$ cat src/rtl/uart_pkg.sv
// Shared UART definitions: FSM state encoding and oversampling constants,
// used by both the receiver and the transmitter.
package uart_pkg;

  typedef enum logic [2:0] {
    IDLE   = 3'd0,
    START  = 3'd1,
    DATA   = 3'd2,
    PARITY = 3'd3,
    STOP   = 3'd4
  } uart_state_t;

  localparam int          OVERSAMPLE  = 16;
  localparam logic [3:0]  MID_SAMPLE  = 4'd7;
  localparam logic [3:0]  LAST_SAMPLE = 4'd15;

endpackage

$ cat src/rtl/uart_sync.sv
// Flop-chain synchroniser for asynchronous level inputs; resets to 1 so an
// idle-high line does not look like an edge coming out of reset.
module uart_sync #(
  parameter int STAGES = 2
) (
  input  logic clk,
  input  logic rst_n,
  input  logic d,
  output logic q
);

  logic [STAGES-1:0] chain;

  always_ff @(posedge clk or negedge rst_n) begin
    if (!rst_n) chain <= '1;
    else        chain <= {chain[STAGES-2:0], d};
  end

  assign q = chain[STAGES-1];

endmodule

$ cat src/rtl/uart_rx16.sv
// 16x-oversampled UART receiver, 8N1 by default; define UART_RX_PARITY_EN
// to receive 8E1 frames and expose parity_err.
module uart_rx16
  import uart_pkg::*;
#(
  parameter int DATA_BITS   = 8,
  parameter int SYNC_STAGES = 2
) (
  input  logic                 clkin,
  input  logic                 rst_n,
  input  logic                 tick16,
  input  logic                 rxd,
  output logic [DATA_BITS-1:0] data,
  output logic                 valid,
  output logic                 frame_err,
`ifdef UART_RX_PARITY_EN
  output logic                 parity_err,
`endif
  output logic                 busy
);

  localparam logic [3:0] BCNT_LAST = 4'(DATA_BITS - 1);

  uart_state_t          state, state_nxt;
  logic [3:0]           scnt, scnt_nxt;
  logic [3:0]           bcnt, bcnt_nxt;
  logic                 armed, armed_nxt;
  logic [DATA_BITS-1:0] shift, shift_nxt;
  logic [DATA_BITS-1:0] data_nxt;
  logic                 valid_nxt, ferr_nxt;
  logic                 rxd_s;
`ifdef UART_RX_PARITY_EN
  logic                 par, par_nxt;
  logic                 perr_nxt;
`endif

  uart_sync #(.STAGES(SYNC_STAGES)) u_sync (
    .clk   (clkin),
    .rst_n (rst_n),
    .d     (rxd),
    .q     (rxd_s)
  );

  assign busy = (state != IDLE);

  always_comb begin
    state_nxt = state;
    scnt_nxt  = scnt;
    bcnt_nxt  = bcnt;
    armed_nxt = armed;
    shift_nxt = shift;
    data_nxt  = data;
    valid_nxt = 1'b0;
    ferr_nxt  = 1'b0;
`ifdef UART_RX_PARITY_EN
    par_nxt   = par;
    perr_nxt  = 1'b0;
`endif
    if (tick16) begin
      case (state)
        IDLE: begin
          scnt_nxt = 4'd0;
          // Only a high-to-low transition starts a frame, so a held break is ignored.
          if (rxd_s) begin
            armed_nxt = 1'b1;
          end else if (armed) begin
            armed_nxt = 1'b0;
            state_nxt = START;
          end
        end
        START: begin
          scnt_nxt = scnt + 4'd1;
          if (scnt == MID_SAMPLE) begin
            scnt_nxt  = 4'd0;
            bcnt_nxt  = 4'd0;
            state_nxt = rxd_s ? IDLE : DATA;
          end
        end
        DATA: begin
          scnt_nxt = scnt + 4'd1;
          if (scnt == LAST_SAMPLE) begin
            shift_nxt = {rxd_s, shift[DATA_BITS-1:1]};
            bcnt_nxt  = bcnt + 4'd1;
            if (bcnt == BCNT_LAST) begin
              bcnt_nxt  = 4'd0;
`ifdef UART_RX_PARITY_EN
              state_nxt = PARITY;
`else
              state_nxt = STOP;
`endif
            end
          end
        end
`ifdef UART_RX_PARITY_EN
        PARITY: begin
          scnt_nxt = scnt + 4'd1;
          if (scnt == LAST_SAMPLE) begin
            par_nxt   = rxd_s;
            state_nxt = STOP;
          end
        end
`endif
        STOP: begin
          scnt_nxt = scnt + 4'd1;
          if (scnt == LAST_SAMPLE) begin
            scnt_nxt  = 4'd0;
            state_nxt = IDLE;
            armed_nxt = rxd_s;
            if (!rxd_s) begin
              ferr_nxt = 1'b1;
`ifdef UART_RX_PARITY_EN
            end else if (^{shift, par}) begin
              perr_nxt = 1'b1;
`endif
            end else begin
              valid_nxt = 1'b1;
              data_nxt  = shift;
            end
          end
        end
        default: begin
          state_nxt = IDLE;
          scnt_nxt  = 4'd0;
          bcnt_nxt  = 4'd0;
        end
      endcase
    end
  end

  always_ff @(posedge clkin or negedge rst_n) begin
    if (!rst_n) begin
      state     <= IDLE;
      scnt      <= 4'd0;
      bcnt      <= 4'd0;
      armed     <= 1'b0;
      data      <= '0;
      valid     <= 1'b0;
      frame_err <= 1'b0;
`ifdef UART_RX_PARITY_EN
      parity_err <= 1'b0;
`endif
    end else begin
      state     <= state_nxt;
      scnt      <= scnt_nxt;
      bcnt      <= bcnt_nxt;
      armed     <= armed_nxt;
      data      <= data_nxt;
      valid     <= valid_nxt;
      frame_err <= ferr_nxt;
`ifdef UART_RX_PARITY_EN
      parity_err <= perr_nxt;
`endif
    end
  end

  // Shift register and captured parity bit are pure datapath; no reset needed.
  always_ff @(posedge clkin) begin
    shift <= shift_nxt;
`ifdef UART_RX_PARITY_EN
    par   <= par_nxt;
`endif
  end

endmodule

$ cat config.mk
export PLATFORM = sky130hd
export DESIGN_NAME = uart_rx16
export DESIGN_NICKNAME = d
export VERILOG_FILES = /design/src/rtl/uart_pkg.sv /design/src/rtl/uart_sync.sv /design/src/rtl/uart_rx16.sv
export SDC_FILE = /design/constraint.sdc
export NUM_CORES = 1
export LEC_CHECK = 0
export CAP_MARGIN = 15
export CORE_AREA = 2 2 62 64
export DETAILED_ROUTE_END_ITERATION = 6
export DIE_AREA = 0 0 64 66
export PLACE_DENSITY = 0.63
export SYNTH_ARGS = -nofsm -noshare
export SYNTH_HDL_FRONTEND = slang
export SYNTH_SLANG_ARGS = --single-unit
$ cat constraint.sdc
create_clock -name clkin -period 3.3 [get_ports clkin]
set_input_delay 0.825 -clock clkin [delete_from_list [all_inputs] [get_ports clkin]]
set_output_delay 0.825 -clock clkin [all_outputs]
set_load 0.02 [all_outputs]
* Word level (Yosys, flattened, before mapping)
Cells that the tools add are included.
Widths: inputs -> output; s select.
** Word-level totals
- Flip-flop bits (word level) :: 32
- Word-level logic and storage cells :: 58
- Output and inout port bits :: 11
- Bits of input ports :: 4
** Operators by class
- Equality and inequality tests :: 12
- $add $sub $neg :: 2
- Bitwise logic cells :: 1
- Multiplexer cells :: 25
- Reductions and logical operators :: 9
** Operators by type and width (count)
- $pmux 4 s3 :: 2
- $mux 4 :: 5
- $mux 3 :: 6
- $ne 2x2->1 const B :: 6
- $pmux 3 s4 :: 1
- $mux 1 :: 9
- $add 4x1->4 const B :: 2
- $eq 4x3->1 const B :: 2
- $reduce_and 4->1 :: 2
- $reduce_and 7->1 :: 1
- $reduce_and 3->1 :: 2
- $eq 4x4->1 const B :: 1
- $eq 3x1->1 const B :: 1
- $eq 3x2->1 const B :: 1
- $eq 3x3->1 const B :: 1
- $logic_not 3->1 :: 1
- $reduce_bool 3->1 :: 1
- $mux 2 :: 1
- $pmux 1 s2 :: 1
- $reduce_bool 2->1 :: 1
- $reduce_or 2->1 :: 1
- $not 1->1 :: 1

* Logic depth before layout (Yosys ltp)
- Depth in word-level cells :: 4
- Depth in mapped cells :: 5
- Gate-level depth less buffers :: 5

* Hierarchy
A second synthesis with hierarchy kept.
** Unflattened totals
- Cells, all modules :: 113
- Area total of the unflattened synthesis :: 1367.6 µm²
** Modules (own cells, without submodules)
- uart_rx16 :: sequential area each 790.8 µm², cells each 111, times used 1, area each 1315.0 µm²
- uart_sync :: sequential area each 52.6 µm², cells each 2, times used 1, area each 52.6 µm²

* Worst setup path after synthesis
Ideal clock, no wire load.
- Kind :: register to output
- From :: reg state[1]
- To :: out busy
- Setup slack :: 1476 ps
- Buffers on the path :: 1
- Cell stages (with the launch flop) :: 3
- Required time :: 2475 ps
- Arrival time :: 999 ps
- Path through :: dfrtp_1 clkbuf_2 or3_1
** On the way
- Word-level cells in the longest chain between the ends :: 1
** RTL lines
- from (decl) :: RTL line uart_rx16.sv:24 : uart_state_t state, state_nxt;
- from (signal assigned) :: RTL line uart_rx16.sv:143 : state <= state_nxt;
- $reduce_bool 3->1 :: RTL line uart_rx16.sv:44 : assign busy = (state != IDLE);
- to (decl) :: RTL line uart_rx16.sv:19 : output logic busy
Every way passes these cells.

* Worst setup path in the final report
- From :: reg state[0]
- To :: out busy
Same word-level chain as after synthesis.

==> impl_results.rst <==
.. list-table::
   :header-rows: 1

   * - Metric
     - Value
   * - Total wire length after detailed routing
     - between 2000 and 2500 um
   * - Ratio of cells with drive above 1 in the final layout
     - slightly below 20%
   * - Number of endpoints with negative hold slack in the final report
     - 0
   * - Count of endpoints failing setup in the final report
     - 0
   * - Horiz. Die Dim
     - 64 um
   * - Vias in the first global route
     - 854
   * - Number of buffers added on ports
     - 14
   * - Post-CTS Resized
     - 0
   * - Clock slew at reported path FFs
     - roughly 110 ps
   * - H-tree levels
     - 2
   * - Placement Setup Slack
     - 639 ps
   * - Remaining global-route overflow
     - 0
   * - Combinational power share
     - around 25%
   * - CTS Root Buffer Type
     - clkbuf_4
   * - Storage cell area
     - ~840 sq um
   * - CTS sink count
     - 32
   * - Worst min path class
     - flop to flop
   * - Antenna violations before repair
     - 0
   * - Global Route Usage Sum
     - between 10% and 20%
   * - Std-Cell Rows
     - 22
   * - Capturing point of the worst reg2reg path
     - shift[5]
   * - Final weighted congestion in routability-driven placement
     - around 0.85
   * - Status
     - finished, final reports clean
   * - R2R Path Start
     - state[0]
   * - Cell Count, Final, Fillers Out
     - about 170
   * - Endpoint of the worst hold path
     - u_sync.chain[1]
   * - Worst r2r path cells
     - 2
   * - Fraction of power spent switching nets
     - 32.6%
   * - CTS max path bufs
     - 2
   * - Core area
     - between 0.003 and 0.004 sq mm
   * - Startpoint type of the worst setup path
     - flop
   * - Worst hold stages
     - 0
   * - Leading register cell type out of synthesis
     - dfrtp_1
   * - Final total negative setup slack
     - 0 ps
   * - CTS Hold Bufs
     - 0
   * - Buffers inserted by post-CTS timing repair
     - 0
   * - First-pass GRT wire length
     - ~4100 um
   * - Synthesized instance count
     - 104
   * - Initial drt markers
     - 18
   * - Number of fillers in the final layout
     - around 320
   * - Vias after detailed routing
     - 859
   * - Type of element capturing the critical path
     - output pin
   * - Worst slew margin relative to its limit
     - about 53%
   * - Placed cell count
     - around 160
   * - Synthesized-area fraction occupied by and/or/nand/nor cells
     - between 10% and 20%
   * - Arrival time at the worst endpoint
     - between 1500 and 2000 ps
   * - Multiplexer fraction of the synthesized cell area
     - about a tenth
   * - Half-perimeter wire length of the detailed placement result
     - approximately 1600 um
   * - Flop2flop setup slack
     - about 1300 ps
   * - Critical setup path kind
     - flop to output pin
   * - Final Slew Violations
     - 0
   * - Final period util
     - between 80% and 90%
   * - Worst Hold Launch
     - u_sync.chain[0]
   * - Area growth from synthesis to layout
     - 19.8%
   * - Minimum setup slack in the final design
     - between 600 and 700 ps
   * - Clock group share of total power
     - between 20 and 30%
   * - Worst Path Required
     - 2470 ps
   * - Total power per unit cell area
     - roughly 660 mW/mm^2
   * - Antenna viol nets, final
     - 0
   * - Mapped Nets
     - 110
   * - Internal power
     - approximately 0.00073 W
   * - Count of max-cap constraint violations
     - 0
   * - Combined area of all synthesized cells
     - 0.00138 sq mm
   * - Initial core utilization
     - between 30 and 40%
   * - Switching power summed over all nets
     - roughly 0.00035 W
   * - Clock insertion delay at the later pin of the skew report
     - 330 ps
   * - Largest net degree at the start of global routing
     - 25
   * - Cts bufs inserted
     - 5
   * - Register bit count reported by yosys
     - 32
   * - Area of all placed cells without fillers
     - 0.00165 sq mm
   * - Number of nets in the layout
     - 129
   * - Sequential share of the synthesized area
     - approximately 60%
   * - Sequential fraction of design power
     - 47.3%
   * - Top Ports
     - 15
   * - Final min period
     - ~2700 ps
   * - Die Footprint
     - 0.00422 sq mm
   * - Avg Cell Area, Syn
     - 13.2 sq um
   * - Vertical extent of the die
     - approximately 66 um
   * - RSZ-0062 raised after global routing
     - no
   * - Total iterations of the first detailed-routing run
     - 4
   * - Number of diodes
     - 0
   * - Fmax
     - roughly 370 MHz
   * - Warnings from Yosys
     - 0
   * - Total cell area at the placement stage
     - roughly 0.0016 sq mm
   * - Footprint of the multi-input gates
     - 495 sq um
   * - Remaining DRCs
     - 0
   * - Transition time at the pin with the least slew margin
     - 703 ps
   * - TritonCTS clock tree
     - done
   * - Count of flip-flops with a built-in enable after synthesis
     - 8
   * - Dominant combinational cell family by area after synthesis
     - simple AND/OR/NAND/NOR gates
   * - Share of flip-flops with an asynchronous set or reset
     - roughly 75%
   * - Worst clock skew
     - just under 10 ps
   * - Via-per-instance ratio
     - roughly 5.0
   * - Post-synthesis xor/xnor area fraction
     - less than 1%
   * - Peak VDD IR
     - approximately 0.00034 V
   * - Number of distinct library cell variants in the gate-level netlist after synthesis
     - 36
   * - Compound-cell area share of the yosys netlist
     - between 10% and 20%
   * - DR WL/cell
     - 13.6 um
   * - Adder-Cell Fraction of Synth Area
     - ~1.8%
   * - Largest fanout on the critical path
     - 12
   * - Static leakage power
     - roughly 0.70 nW
cells in the mapped netlist (2+ instances only):
cell | n | area [sq um]
nand2_1 | 3 | 11.3
and3_1 | 2 | 12.5
and3b_1 | 2 | 17.5
nor2_1 | 3 | 11.3
o2bb2ai_1 | 3 | 26.3
dfstp_2 | 2 | 52.6
edfxtp_1 | 8 | 240
buf_2 | 2 | 10.0
mux2i_1 | 4 | 40.0
nand3_1 | 4 | 20.0
inv_1 | 6 | 22.5
o21ai_0 | 5 | 25.0
mux2_2 | 8 | 90.1
nor3_1 | 4 | 20.0
or3b_1 | 2 | 17.5
a21oi_1 | 4 | 20.0
ha_1 | 2 | 25.0
dfrtp_1 | 22 | 551
critical path, cell delays in order, from the launching register on:
cell and delay (ps):
dfrtp_1 500, or3_1 460, clkdlybuf4s50_1 570
power groups by stage:
stage	clock (W)	sequential (W)	combinational, W
finish	0.000297	0.000515	0.000276
global route	0.000333	0.000525	0.000309
CTS	0.000313	0.000512	0.000280
detailed placement	0	0.000519	0.000281
global placement	0	0.000519	0.000277
floorplan	0	0.000487	0.000244
cell families after synthesis:
kind of cell,count (synthesis)
XOR/XNOR,1
adder cells (fa/ha/maj),2
buffers and inverters,9
multiplexers,13
flip-flops,32
AO/OA/AOI/OAI,19
AND/OR/NAND/NOR,28
metrics by stage:
stage               hold WS, ps  util [%]  total power (W)
floorplan                   345         -         0.000731
global placement            347      44.2         0.000796
detailed placement          349      44.2         0.000800
CTS                         365      46.4          0.00110
global route                368      46.4          0.00117
finish                      362      46.4          0.00109
routing by layer:
metal	global-route usage [%]	wire length, um	vias up
met5	0	0	-
li1	-	-	419
met2	20.3	1130	20
met1	16.7	1050	413
met3	3.92	100	7
met4	7.34	49	0
cells in the final DEF, fill, tap and decap left out, types with 2 or more instances in the layout:
cell type,netlist,layout
ha_1,2,2
edfxtp_1,8,8
o21ai_0,5,5
a21oi_1,4,4
nor2_1,3,3
and3_1,2,2
clkdlybuf4s50_1,0,14
nand3_1,4,4
mux2_2,8,8
nor3_1,4,4
clkbuf_4,0,5
dfstp_2,2,2
or3b_1,2,2
dfrtp_1,22,22
and3b_1,2,2
o2bb2ai_1,3,3
nand2_1,3,3
inv_1,6,6
mux2i_1,4,4
layout make-up:
| cell class | count | share of cell area (%) |
|---|---|---|
| sequential | 32 | 51.1 |
| multi-input combinational | 63 | 30.0 |
| timing repair buffer | 15 | 8.95 |
| tap | 48 | 3.64 |
| clock inverter | 3 | 2.58 |
| clock buffer | 5 | 2.28 |
| inverter | 6 | 1.37 |
how the worst max path moves through the flow:
stage | from | to | slack, ps | cells past startpoint
after floorplan | state[1] | busy | 1480 | 2
after global placement | tick16 | shift[5] | 710 | 3
after detailed placement | tick16 | shift[4] | 640 | 3
after CTS | state[0] | busy | 590 | 2
after global routing | state[0] | busy | 510 | 2
final | state[0] | busy | 610 | 2
state kept, by name, summed over array words and instances (netlist names):
register	cells
scnt	4
shift	8
frame_err	1
bcnt	4
armed	1
data	8
u_sync.chain	2
state	3
valid	1
No activity file was read; power rests on OpenSTA's default activity.
